<file path="src/rtl/sram_port_arbiter.sv">
// Two-port fixed-priority arbiter in front of a single-port synchronous SRAM.
// Port 0 wins conflicts unless port 1 has been refused MAX_WAIT times in a row.
module sram_port_arbiter #(
  parameter int unsigned W_DATA   = 32,
  parameter int unsigned W_ADDR   = 11,
  parameter int unsigned MAX_WAIT = 3,
  localparam int unsigned W_BYTES = W_DATA / 8
) (
  input  logic               clk,
  input  logic               rst,

  input  logic               req0_vld,
  output logic               req0_rdy,
  input  logic [W_ADDR-1:0]  req0_addr,
  input  logic [W_BYTES-1:0] req0_wen,
  input  logic [W_DATA-1:0]  req0_wdata,
  output logic               rsp0_vld,
  output logic [W_DATA-1:0]  rsp0_rdata,

  input  logic               req1_vld,
  output logic               req1_rdy,
  input  logic [W_ADDR-1:0]  req1_addr,
  input  logic [W_BYTES-1:0] req1_wen,
  input  logic [W_DATA-1:0]  req1_wdata,
  output logic               rsp1_vld,
  output logic [W_DATA-1:0]  rsp1_rdata,

  output logic [W_ADDR-1:0]  sram_addr,
  output logic [W_BYTES-1:0] sram_wen,
  output logic [W_DATA-1:0]  sram_wdata,
  input  logic [W_DATA-1:0]  sram_rdata
);

  logic       gnt0;
  logic       gnt1;
  logic [3:0] starve_cnt;
  logic       rd_pend0;
  logic       rd_pend1;

  // Grant is purely a function of the valids, reset and the starvation count.
  always_comb begin
    gnt0 = 1'b0;
    gnt1 = 1'b0;
    if (!rst) begin
      if (req0_vld && req1_vld) begin
        if (starve_cnt == 4'(MAX_WAIT)) begin
          gnt1 = 1'b1;
        end else begin
          gnt0 = 1'b1;
        end
      end else begin
        gnt0 = req0_vld;
        gnt1 = req1_vld;
      end
    end
  end

  assign req0_rdy = gnt0;
  assign req1_rdy = gnt1;

  // With no grant the address/data follow port 0; only the write enables are forced off.
  always_comb begin
    sram_addr  = req0_addr;
    sram_wdata = req0_wdata;
    sram_wen   = '0;
    if (gnt1) begin
      sram_addr  = req1_addr;
      sram_wdata = req1_wdata;
      sram_wen   = req1_wen;
    end else if (gnt0) begin
      sram_wen   = req0_wen;
    end
  end

  always_ff @(posedge clk) begin
    if (rst) begin
      starve_cnt <= 4'd0;
      rd_pend0   <= 1'b0;
      rd_pend1   <= 1'b0;
    end else begin
      rd_pend0 <= gnt0 && (req0_wen == '0);
      rd_pend1 <= gnt1 && (req1_wen == '0);
      if (gnt1) begin
        starve_cnt <= 4'd0;
      end else if (req1_vld && (starve_cnt < 4'(MAX_WAIT))) begin
        starve_cnt <= starve_cnt + 4'd1;
      end
    end
  end

  // A read accepted just before reset rises must not surface while reset is held.
  assign rsp0_vld   = rd_pend0 && !rst;
  assign rsp1_vld   = rd_pend1 && !rst;
  assign rsp0_rdata = sram_rdata;
  assign rsp1_rdata = sram_rdata;

endmodule
</file>
<file path="config.mk">
export PLATFORM = sky130hd
export DESIGN_NAME = sram_port_arbiter
export DESIGN_NICKNAME = d
export VERILOG_FILES = /design/src/rtl/sram_port_arbiter.sv
export SDC_FILE = /design/constraint.sdc
export NUM_CORES = 1
export LEC_CHECK = 0
export ABC_AREA = 1
export BUFFER_PORTS_ARGS = -buffer_cell sky130_fd_sc_hd__buf_2
export CAP_MARGIN = 20
export CORE_AREA = 2 2 96 98
export DETAILED_ROUTE_END_ITERATION = 16
export DIE_AREA = 0 0 98 100
export GPL_TIMING_DRIVEN = 0
export PLACE_DENSITY = 0.64
export RECOVER_POWER = 50
export SYNTH_ARGS = -nofsm -noshare
export SYNTH_HDL_FRONTEND = slang
export SYNTH_SLANG_ARGS = --single-unit
</file>
<file path="constraint.sdc">
create_clock -name clk -period 3.15 [get_ports clk]
set_input_delay 0.1575 -clock clk [delete_from_list [all_inputs] [get_ports clk]]
set_output_delay 0.1575 -clock clk [all_outputs]
set_load 0.01 [all_outputs]
</file>
==> flow_summary.json <==
{
  "ys.flop_type": "dfxtp_1",
  "startpoint_type": "register",
  "crit_path_top_delay_cell": "dfxtp_1",
  "num_vias": 2324,
  "drive_gt1_share_pct": 48.8,
  "worstPathMaxFanout": 10,
  "syn-num-nets": 393,
  "status": "complete, no violations",
  "critPathRequiredTime_ns": 2.99,
  "period_minus_slack_ns": 1.90,
  "max-vdd-ir-drop_v": 0.0000908,
  "die-area_mm2": 0.00980,
  "hp-class": "primary input to register",
  "antenna_found_initial": 0,
  "endpoint_kind": "output port",
  "die_h_um": 100,
  "path_delay_family": "simple AND/OR/NAND/NOR gates",
  "leakagePower_nw": 1.59,
  "cts_hold_buf": 0,
  "finalSetupViolCount": 0,
  "routedWlPerCell_um": 10.4,
  "final_nets": 610,
  "worst_pin_slew_ns": 0.579,
  "worstSkewPairLatency_ns": 0.22,
  "synthTopCellsByArea": "buf_4, nand2_1, nand3_1",
  "yosysSeqAreaShare_pct": 8.16,
  "syn2layout_area_growth_pct": 79.2,
  "viasPerCell": 3.95,
  "clockRootBuffer": "clkbuf_8",
  "hold_viol": 0,
  "die_w_um": 98,
  "cts_max_level": 1,
  "path_cells": "ha_1 -> nand3_4 -> nand2_2 -> nand2_2 -> buf_2 -> nand2_1 -> nand2_1 -> buf_2",
  "arrival_ns": 1.75,
  "path_buf_inv": 2,
  "avgSynthCellArea_um2": 5.62,
  "power_density_mw_per_mm2": 204,
  "place_area_mm2": 0.00267,
  "post_cts_buffers": 0,
  "synth_area_leader_cell": "buf_4",
  "rsz0062_at_grt": "false",
  "grt_max_degree": 11,
  "ant_nets": 0,
  "finish.utilization_pct": 29.7,
  "gp_congestion": 0.703,
  "hpwlAfterDp_um": 5450,
  "max_stage_delay_ns": 0.31,
  "cts_buffer_depth": 2,
  "grt_use_total_pct": 11.2,
  "cts_buffers": 3,
  "synth_most_common_cell": "nand2_1",
  "io_buffers": 212,
  "post_cts_resized": 0,
  "yosys_warnings": 0,
  "start_util_pct": 16.6,
  "setup_tns_ns": 0,
  "dr.pass1.iters": 4,
  "synth_common_cells": "nand2_1, buf_4, nand3_1, nor2_1, inv_1",
  "routed_wl_um": 6110,
  "fin_skew_ns": 0.000788,
  "max_slew_margin_pct": 61.4,
  "synthCells": 262,
  "synth_area_mm2": 0.00147,
  "core_area_mm2": 0.00889,
  "max_freq_ghz": 0.525,
  "stdcell_count": 588,
  "ys_ff_latch": 6,
  "synth-edff-count": 0,
  "gr-total-overflow": 0,
  "post-route-period-util_pct": 60.4,
  "ys_types": 17,
  "stdcell_area_mm2": 0.00264,
  "drt-initial-drc-count": 80,
  "pin_count": 245,
  "fill_cells": 1037,
  "path_clk_slew_ns": 0.04,
  "numPlacedInstances": 585,
  "cts.sinks": 6,
  "ff_latch_area_um2": 120,
  "whs_ns": 0.184,
  "synth_top_area_share_pct": 32.6,
  "multiInputGateArea_um2": 746,
  "antenna_cells": 0,
  "grt_first_pass_wirelength_um": 9070,
  "drv_cap": 0,
  "grt_pass1_vias": 2007,
  "crit_type": "register to output port",
  "final_max_slew_viol_count": 0,
  "cts_tree": "built",
  "async_flop_share_pct": 0,
  "drc_errors": 0,
  "num_rows": 35
}
[report_power, final]
| group | total, W | internal (W) | switching (W) | leakage [nW] |
|---|---|---|---|---|
| combinational | 0.000339 | 0.000172 | 0.000167 | 1.52 |
| clock | 0.000120 | 0.0000825 | 0.0000374 | 0.0216 |
| sequential | 0.0000789 | 0.0000780 | 0.000000929 | 0.0486 |
[final timing paths]
check                startpoint       endpoint  slack [ns]  cells past startpoint
setup / recovery  starve_cnt[0]  sram_wdata[4]        1.25                      8
hold / removal      req0_wen[1]       rd_pend0        0.18                      4
setup reg to reg  starve_cnt[0]       rd_pend1        1.75                      6
hold reg to reg   starve_cnt[2]  starve_cnt[2]        0.46                      2
[worst reg2reg max path, stage by stage (launching register included)]
cell	delay (ns)
dfxtp_1	0.31
ha_1	0.24
nand3_4	0.13
nand2_2	0.10
nand2_2	0.19
buf_2	0.26
nor2_1	0.05
[final cells by class]
| cell class | count | area share, % |
|---|---|---|
| Buffer | 78 | 21.6 |
| Multi-Input combinational cell | 168 | 28.3 |
| Timing Repair Buffer | 212 | 37.4 |
| Tap cell | 111 | 5.26 |
| Clock buffer | 3 | 1.56 |
| Inverter | 10 | 1.42 |
| Sequential cell | 6 | 4.55 |
[layout by cell type, fill, tap and decap left out, types with 4 or more instances in the layout]
master and n:
dfxtp_1 6, nand3_1 50, buf_4 64, inv_1 9, nor2_1 10, buf_6 4
nand4_1 6, clkbuf_1 64, buf_2 157, nand2_1 95
[sequential cells by signal, summed over array words and instances, names as in the netlist]
| signal | cells |
|---|---|
| starve_cnt | 4 |
| rd_pend1 | 1 |
| rd_pend0 | 1 |
[cell families (layout without fill, tap and decap cells)]
group | Yosys count | after routing | share of synthesized area (%)
flip-flops | 6 | 6 | 8.16
adder cells (fa/ha/maj) | 1 | 1 | 0.849
buffers and inverters | 88 | 303 | 41.2
AO/OA/AOI/OAI | 2 | 2 | 0.680
AND/OR/NAND/NOR | 165 | 165 | 49.1
[through the flow]
step / setup slack (ns) / power (W)
2_1_floorplan: 1.82 / 0.000268
4_1_cts: 1.19 / 0.000556
5_1_grt: 1.06 / 0.000583
3_3_place_gp: 1.43 / 0.000430
3_5_place_dp: 1.43 / 0.000433
6_report: 1.25 / 0.000537
[routing by layer]
metal | vias up | global-route usage, % | routed length [µm]
met5 | - | 0 | 0
met4 | 0 | 3.21 | 129
met3 | 6 | 2.23 | 663
met2 | 148 | 21.0 | 3070
met1 | 971 | 12.9 | 2240
li1 | 1199 | - | -
No activity file was read; power rests on OpenSTA's default activity.
